File: src/rtl/cpu_pkg.sv
// cpu_pkg: opcodes, instruction fields, FSM states and ALU ops for the 8-bit CPU
package cpu_pkg;
  localparam logic [3:0] OP_NOP  = 4'h0;
  localparam logic [3:0] OP_ADD  = 4'h1;
  localparam logic [3:0] OP_SUB  = 4'h2;
  localparam logic [3:0] OP_AND  = 4'h3;
  localparam logic [3:0] OP_OR   = 4'h4;
  localparam logic [3:0] OP_XOR  = 4'h5;
  localparam logic [3:0] OP_LDI  = 4'h6;
  localparam logic [3:0] OP_MOV  = 4'h7;
  localparam logic [3:0] OP_JMP  = 4'h8;
  localparam logic [3:0] OP_BEQZ = 4'h9;
  localparam logic [3:0] OP_HLT  = 4'hF;
  localparam int OPC_MSB = 15;
  localparam int OPC_LSB = 12;
  localparam int RD_MSB  = 11;
  localparam int RD_LSB  = 9;
  localparam int RS1_MSB = 8;
  localparam int RS1_LSB = 6;
  localparam int RS2_MSB = 5;
  localparam int RS2_LSB = 3;
  localparam int IMM_MSB = 7;
  typedef enum logic [2:0] {S_FETCH, S_DECODE, S_EXECUTE, S_WRITEBACK, S_HALT} state_t;
  typedef enum logic [2:0] {ALU_ADD, ALU_SUB, ALU_AND, ALU_OR, ALU_XOR, ALU_PASS} alu_op_t;
  function automatic alu_op_t alu_op_of(input logic [3:0] opc);
    return opc == OP_ADD ? ALU_ADD :
           opc == OP_SUB ? ALU_SUB :
           opc == OP_AND ? ALU_AND :
           opc == OP_OR  ? ALU_OR  :
           opc == OP_XOR ? ALU_XOR : ALU_PASS;
  endfunction
endpackage

File: src/rtl/alu8.sv
// alu8: combinational 8-bit ALU with carry/borrow and zero outputs
module alu8
  import cpu_pkg::*;
(
  input  logic [7:0] a,
  input  logic [7:0] b,
  input  alu_op_t    op,
  output logic [7:0] y,
  output logic       carry,
  output logic       zero
);
  logic [8:0] r;
  always_comb begin
    r = op == ALU_ADD ? {1'b0, a} + {1'b0, b} :
        op == ALU_SUB ? {1'b0, a} - {1'b0, b} :
        op == ALU_AND ? {1'b0, a & b} :
        op == ALU_OR  ? {1'b0, a | b} :
        op == ALU_XOR ? {1'b0, a ^ b} : {1'b0, a};
  end
  assign y = r[7:0];
  assign carry = r[8];
  assign zero = r[7:0] == 8'd0;
endmodule

File: src/rtl/cpu_sequencer.sv
// cpu_sequencer: four-cycle fetch/decode/execute/writeback controller with ALU and Z/C flags
module cpu_sequencer
  import cpu_pkg::*;
#(
  parameter logic [7:0] RESET_PC = 8'h00
) (
  input  logic        clk,
  input  logic        rst,
  output logic [7:0]  instr_addr,
  input  logic [15:0] instr_data,
  output logic [2:0]  rf_rd_addr1,
  output logic [2:0]  rf_rd_addr2,
  input  logic [7:0]  rf_rd_data1,
  input  logic [7:0]  rf_rd_data2,
  output logic        rf_write_en,
  output logic [2:0]  rf_wr_addr,
  output logic [7:0]  rf_wr_data,
  output logic        zero_flag,
  output logic        carry_flag,
  output logic        illegal_op,
  output logic        halted
);
  state_t state, state_n;
  logic [15:0] ir;
  logic [7:0] pc, a, b, imm, alu_a, alu_y, pc_n;
  logic [3:0] opc;
  logic alu_c, alu_z, flag_op, wr_op;
  assign opc = ir[OPC_MSB:OPC_LSB];
  assign imm = ir[IMM_MSB:0];
  assign flag_op = opc >= OP_ADD && opc <= OP_XOR;
  assign wr_op = opc >= OP_ADD && opc <= OP_MOV;
  assign alu_a = opc == OP_LDI ? imm : a;
  alu8 u_alu (.a(alu_a), .b(b), .op(alu_op_of(opc)), .y(alu_y), .carry(alu_c), .zero(alu_z));
  always_comb begin
    pc_n = opc == OP_JMP || (opc == OP_BEQZ && a == 8'd0) ? imm : pc + 8'd1;
    state_n = state == S_FETCH     ? S_DECODE :
              state == S_DECODE    ? S_EXECUTE :
              state == S_EXECUTE   ? S_WRITEBACK :
              state == S_WRITEBACK ? (opc == OP_HLT ? S_HALT : S_FETCH) : S_HALT;
  end
  always_ff @(posedge clk or posedge rst) begin
    if (rst) begin
      state <= S_FETCH;
      pc <= RESET_PC;
      ir <= '0;
      a <= '0;
      b <= '0;
      rf_wr_addr <= '0;
      rf_wr_data <= '0;
      zero_flag <= 1'b0;
      carry_flag <= 1'b0;
    end else begin
      state <= state_n;
      if (state == S_FETCH) ir <= instr_data;
      if (state == S_DECODE) begin
        a <= rf_rd_data1;
        b <= rf_rd_data2;
      end
      if (state == S_EXECUTE) begin
        rf_wr_data <= alu_y;
        rf_wr_addr <= ir[RD_MSB:RD_LSB];
        if (flag_op) begin
          zero_flag <= alu_z;
          carry_flag <= alu_c;
        end
      end
      if (state == S_WRITEBACK) pc <= pc_n;
    end
  end
  // Write enable is decoded from state so a reset in WRITEBACK drops it at once
  assign rf_write_en = state == S_WRITEBACK && wr_op;
  assign illegal_op = state == S_DECODE && opc >= 4'hA && opc <= 4'hE;
  assign halted = state == S_HALT;
  assign instr_addr = pc;
  assign rf_rd_addr1 = ir[RS1_MSB:RS1_LSB];
  assign rf_rd_addr2 = ir[RS2_MSB:RS2_LSB];
endmodule

File: config.mk
export PLATFORM = sky130hd
export DESIGN_NAME = cpu_sequencer
export DESIGN_NICKNAME = d
export VERILOG_FILES = /design/src/rtl/cpu_pkg.sv /design/src/rtl/alu8.sv /design/src/rtl/cpu_sequencer.sv
export SDC_FILE = /design/constraint.sdc
export NUM_CORES = 1
export LEC_CHECK = 0
export ABC_AREA = 1
export BUFFER_PORTS_ARGS = -buffer_cell sky130_fd_sc_hd__buf_2
export CAP_MARGIN = 20
export CORE_MARGIN = 2
export CORE_UTILIZATION = 30
export CTS_BUF_LIST = sky130_fd_sc_hd__clkbuf_8
export CTS_CLUSTER_DIAMETER = 120
export DETAILED_ROUTE_END_ITERATION = 12
export SETUP_SLACK_MARGIN = 0.4
export SLEW_MARGIN = 10
export SYNTH_ARGS = -nofsm -noshare
export SYNTH_HDL_FRONTEND = slang
export SYNTH_HIERARCHICAL = 1
export SYNTH_SLANG_ARGS = --single-unit
File: constraint.sdc
create_clock -name clk -period 3.57 [get_ports clk]
set_input_delay 0.357 -clock clk [delete_from_list [all_inputs] [get_ports clk]]
set_output_delay 0.357 -clock clk [all_outputs]
set_load 0.01 [all_outputs]
==> impl_summary.log <==
[metrics] status: finished, final reports clean
[metrics] most frequent cell on the critical path: sky130_fd_sc_hd__nand2_1
[metrics] flop and latch count out of synthesis: 56
[metrics] # rows: 43
[metrics] final worst-path cycle share: 0.813
[metrics] post-synthesis cell type with the largest combined area: sky130_fd_sc_hd__dfrtp_1
[metrics] CTS tree: done
[metrics] instance count of the mapped netlist: ~560
[metrics] largest net degree at the start of global routing: 35
[metrics] Sequential cell area: between 0.001 and 0.0015 mm²
[metrics] required time of the critical path: roughly 3.8 ns
[metrics] Syn. warnings: 6
[metrics] number of synthesized flops with an enable pin: 0
[metrics] worst IR drop on VDD: approximately 350 µV
[metrics] average wire per standard cell: about 14 µm
[metrics] highest fanout seen on the critical path: 8
[metrics] via count of the first global-routing pass: 3666
[metrics] critical path's slowest cell: sky130_fd_sc_hd__dfrtp_1
[metrics] list of cells traversed by the critical path: inv_2 -> nand4_2 -> nand2_1 -> o21ai_4 -> inv_1 -> ha_2 -> inv_1 -> nand3b_1 -> nand2_1 -> nand2_1 -> nand2_1 -> nand2_1 -> nand3_1 -> nand2_1 -> a21oi_1 -> nand2_1 -> nor2_2 -> nand3_1 -> nand2_1
[metrics] type of element capturing the critical path: flop
[metrics] chip height: around 120 µm
[metrics] Cell variety after synth: 41
[metrics] Worst Setup Start Kind: flop
[metrics] die outline area: between 0.01 and 0.015 mm²
[metrics] max_slew headroom: 0.486
[metrics] Inserted Diodes: 0
[metrics] type of the most critical hold path: in2async
[metrics] ratio of cells with drive above 1 in the final layout: 0.236
[metrics] fin. max-slew vios: 0
[metrics] synth cell count leaders: sky130_fd_sc_hd__nand2_1, sky130_fd_sc_hd__inv_1, sky130_fd_sc_hd__dfrtp_1
[metrics] post-route ant nets: 0
[metrics] Synth Net Count: just over 600
[metrics] Tot Pwr: approximately 5000 µW
[metrics] clock network latency to the later pin of the worst-skew pair: ~0.33 ns
[metrics] mapped cell area: 0.00417 mm²
[metrics] fmax: roughly 340 MHz
[metrics] Clock Pin Slew Worst Setup and Hold Paths: around 0.11 ns
[metrics] number of H-tree levels: 2
[metrics] placed cell count: 781
[metrics] root buffer selected by CTS: sky130_fd_sc_hd__clkbuf_8
[metrics] Detailed Place HPWL: 8.30 mm
[metrics] clock sink total: 56
[metrics] Top FF cell, synth: sky130_fd_sc_hd__dfrtp_1
[metrics] most instantiated library cell after synthesis: sky130_fd_sc_hd__nand2_1
[metrics] share of the yosys chip area belonging to registers: 0.336
[metrics] biggest area contributors in the synthesized netlist: sky130_fd_sc_hd__dfrtp_1, sky130_fd_sc_hd__nand2_1, sky130_fd_sc_hd__ha_1, sky130_fd_sc_hd__nand3_1, sky130_fd_sc_hd__inv_1
[metrics] total number of vias: roughly 3700
[metrics] Setup-failing EPs final: 0
[metrics] async set-reset flop share out of synthesis: 1.00
[metrics] I/O pin count: between 60 and 70
[metrics] # nets final: ~670
[metrics] leakage component of the power: roughly 0.0026 µW
[metrics] initial antenna violation count: 0
[metrics] time the worst path needs with I/O delays and setup: approximately 2.9 ns
[metrics] Worst Path Class, Setup: reg2reg
[metrics] area growth from synthesis to final layout: 14.3%
[metrics] final wirelength: 10.8 mm
[metrics] Vias/cell: approximately 4.7
[metrics] GR Overflow Total: 0
[metrics] number of DRC markers in iteration 0: 220
[metrics] maximum root-to-sink buffer count: 2
[metrics] number of fill cells in the layout: about 1500
[metrics] first-pass GRT wire length: roughly 18 mm
[metrics] Pre-antenna DRT Iters: 5
[metrics] crit path DAT: about 3.2 ns
[metrics] Mean Syn Cell Area: 7.50 µm²
[metrics] final clock skew: around 0.015 ns
[metrics] worst reg2reg setup slack: 0.67 ns
[metrics] gp weighted congestion: 0.890
[metrics] remaining routing DRC violations: 0
[metrics] unrepaired setup endpoints after global routing: no
[metrics] power per cell area: 1040 mW/mm²
[metrics] effective utilization at floorplan: 0.304
[metrics] total routing resource utilization after global routing: 0.153
[metrics] area taken by multi-input logic gates: roughly 0.0024 mm²
[metrics] delay of the slowest critical-path stage: roughly 0.46 ns
[metrics] TritonCTS Buffers: 5
[metrics] tightest hold margin: around 0.16 ns
[metrics] post-synth top area share: 0.336
[metrics] width of the chip: 122 µm
[metrics] floorplan core area: around 0.014 mm²
[metrics] slew at the pin with the worst max-slew slack: between 0.7 and 0.8 ns
[metrics] max-capacitance violation count: 0
[metrics] non-filler instance count after layout: about 790
[metrics] number of endpoints with negative hold slack in the final report: 0
[metrics] final sum of negative setup slack: 0 ns
[metrics] number of port buffers: 63
-- cell families (layout without fill, tap and decap cells) --
family,count (synthesis),count (layout),share of synthesized area
AO/OA/AOI/OAI,63,63,0.0829
XOR/XNOR,7,7,0.0147
adder cells (fa/ha/maj),28,28,0.0877
buffers and inverters,93,147,0.100
flip-flops,56,56,0.336
multiplexers,17,17,0.0531
AND/OR/NAND/NOR,292,293,0.325
-- worst paths after layout --
| path | startpoint | to | depth (start not counted) |
|---|---|---|---|
| max | ir[12] | zero_flag | 19 |
| min | rst | ir[12] | 2 |
| max reg2reg | ir[12] | zero_flag | 19 |
| min reg2reg | rf_wr_data[5] | rf_wr_data[5] | 2 |
| max in group asynchronous | rst | a[6] | 3 |
| min in group clk | rf_rd_data1[6] | a[6] | 2 |
-- worst max-delay path, delay by kind of cell, from the launching register on --
kind	cells	cell delay (ns)
AND/OR/NAND/NOR	13	1.37
flip-flops	1	0.46
buffers and inverters	3	0.41
adder cells (fa/ha/maj)	1	0.32
AO/OA/AOI/OAI	2	0.28
-- layout make-up --
| type | instances | area share |
|---|---|---|
| repair buffers | 67 | 0.0767 |
| clock buffers | 5 | 0.0144 |
| multi-input cells | 408 | 0.506 |
| well taps | 180 | 0.0473 |
| flip-flops and latches | 56 | 0.294 |
| inverters | 72 | 0.0578 |
| clock inverters | 3 | 0.00420 |
-- power breakdown --
part	total (µW)	internal [µW]	switching, µW
Combinational	3340	1260	2090
Clock	362	138	225
Sequential	1230	939	293
Total	4940	2340	2600
-- per-stage QoR --
stage	utilization	cell area, µm²	setup slack, ns
2_1_floorplan	-	4170	0.773
3_3_place_gp	0.334	4590	0.272
3_5_place_dp	0.334	4590	0.259
4_1_cts	0.342	4690	0.499
5_1_grt	0.347	4760	0.409
6_report	0.347	4760	0.667
-- layout by cell type, fill, tap and decap left out, types with 11 or more instances in the layout --
master / n
sky130_fd_sc_hd__inv_1: 62
sky130_fd_sc_hd__nand2_2: 11
sky130_fd_sc_hd__nand3_1: 54
sky130_fd_sc_hd__nand2_1: 145
sky130_fd_sc_hd__ha_1: 23
sky130_fd_sc_hd__nor2_1: 50
sky130_fd_sc_hd__a21oi_1: 34
sky130_fd_sc_hd__buf_2: 63
sky130_fd_sc_hd__dfrtp_1: 56
-- sequential cells by signal (all words and copies together), names as in the netlist --
signal,cells
state,3
a,8
b,8
zero_flag,1
instr_addr,8
ir,16
carry_flag,1
rf_wr_data,8
rf_wr_addr,3
-- metal layers --
layer / track usage / up-vias / wire (µm)
li1: - / 1875 / -
met1: 0.204 / 1736 / 4980
met2: 0.259 / 94 / 5190
met3: 0.0206 / 15 / 405
met4: 0.0417 / 0 / 198
met5: 0 / - / 0
-- repair_timing --
item                                    4_1_cts  5_1_grt
cloned                                        0        1
endpoints found under the setup margin        3        5
hold buffers                                  0        0
endpoints found under the hold margin         0        0
pin swaps                                     0        1
buffers inserted                              0        0
resized for setup                             6       13
Power figures use the tool's default switching activity.
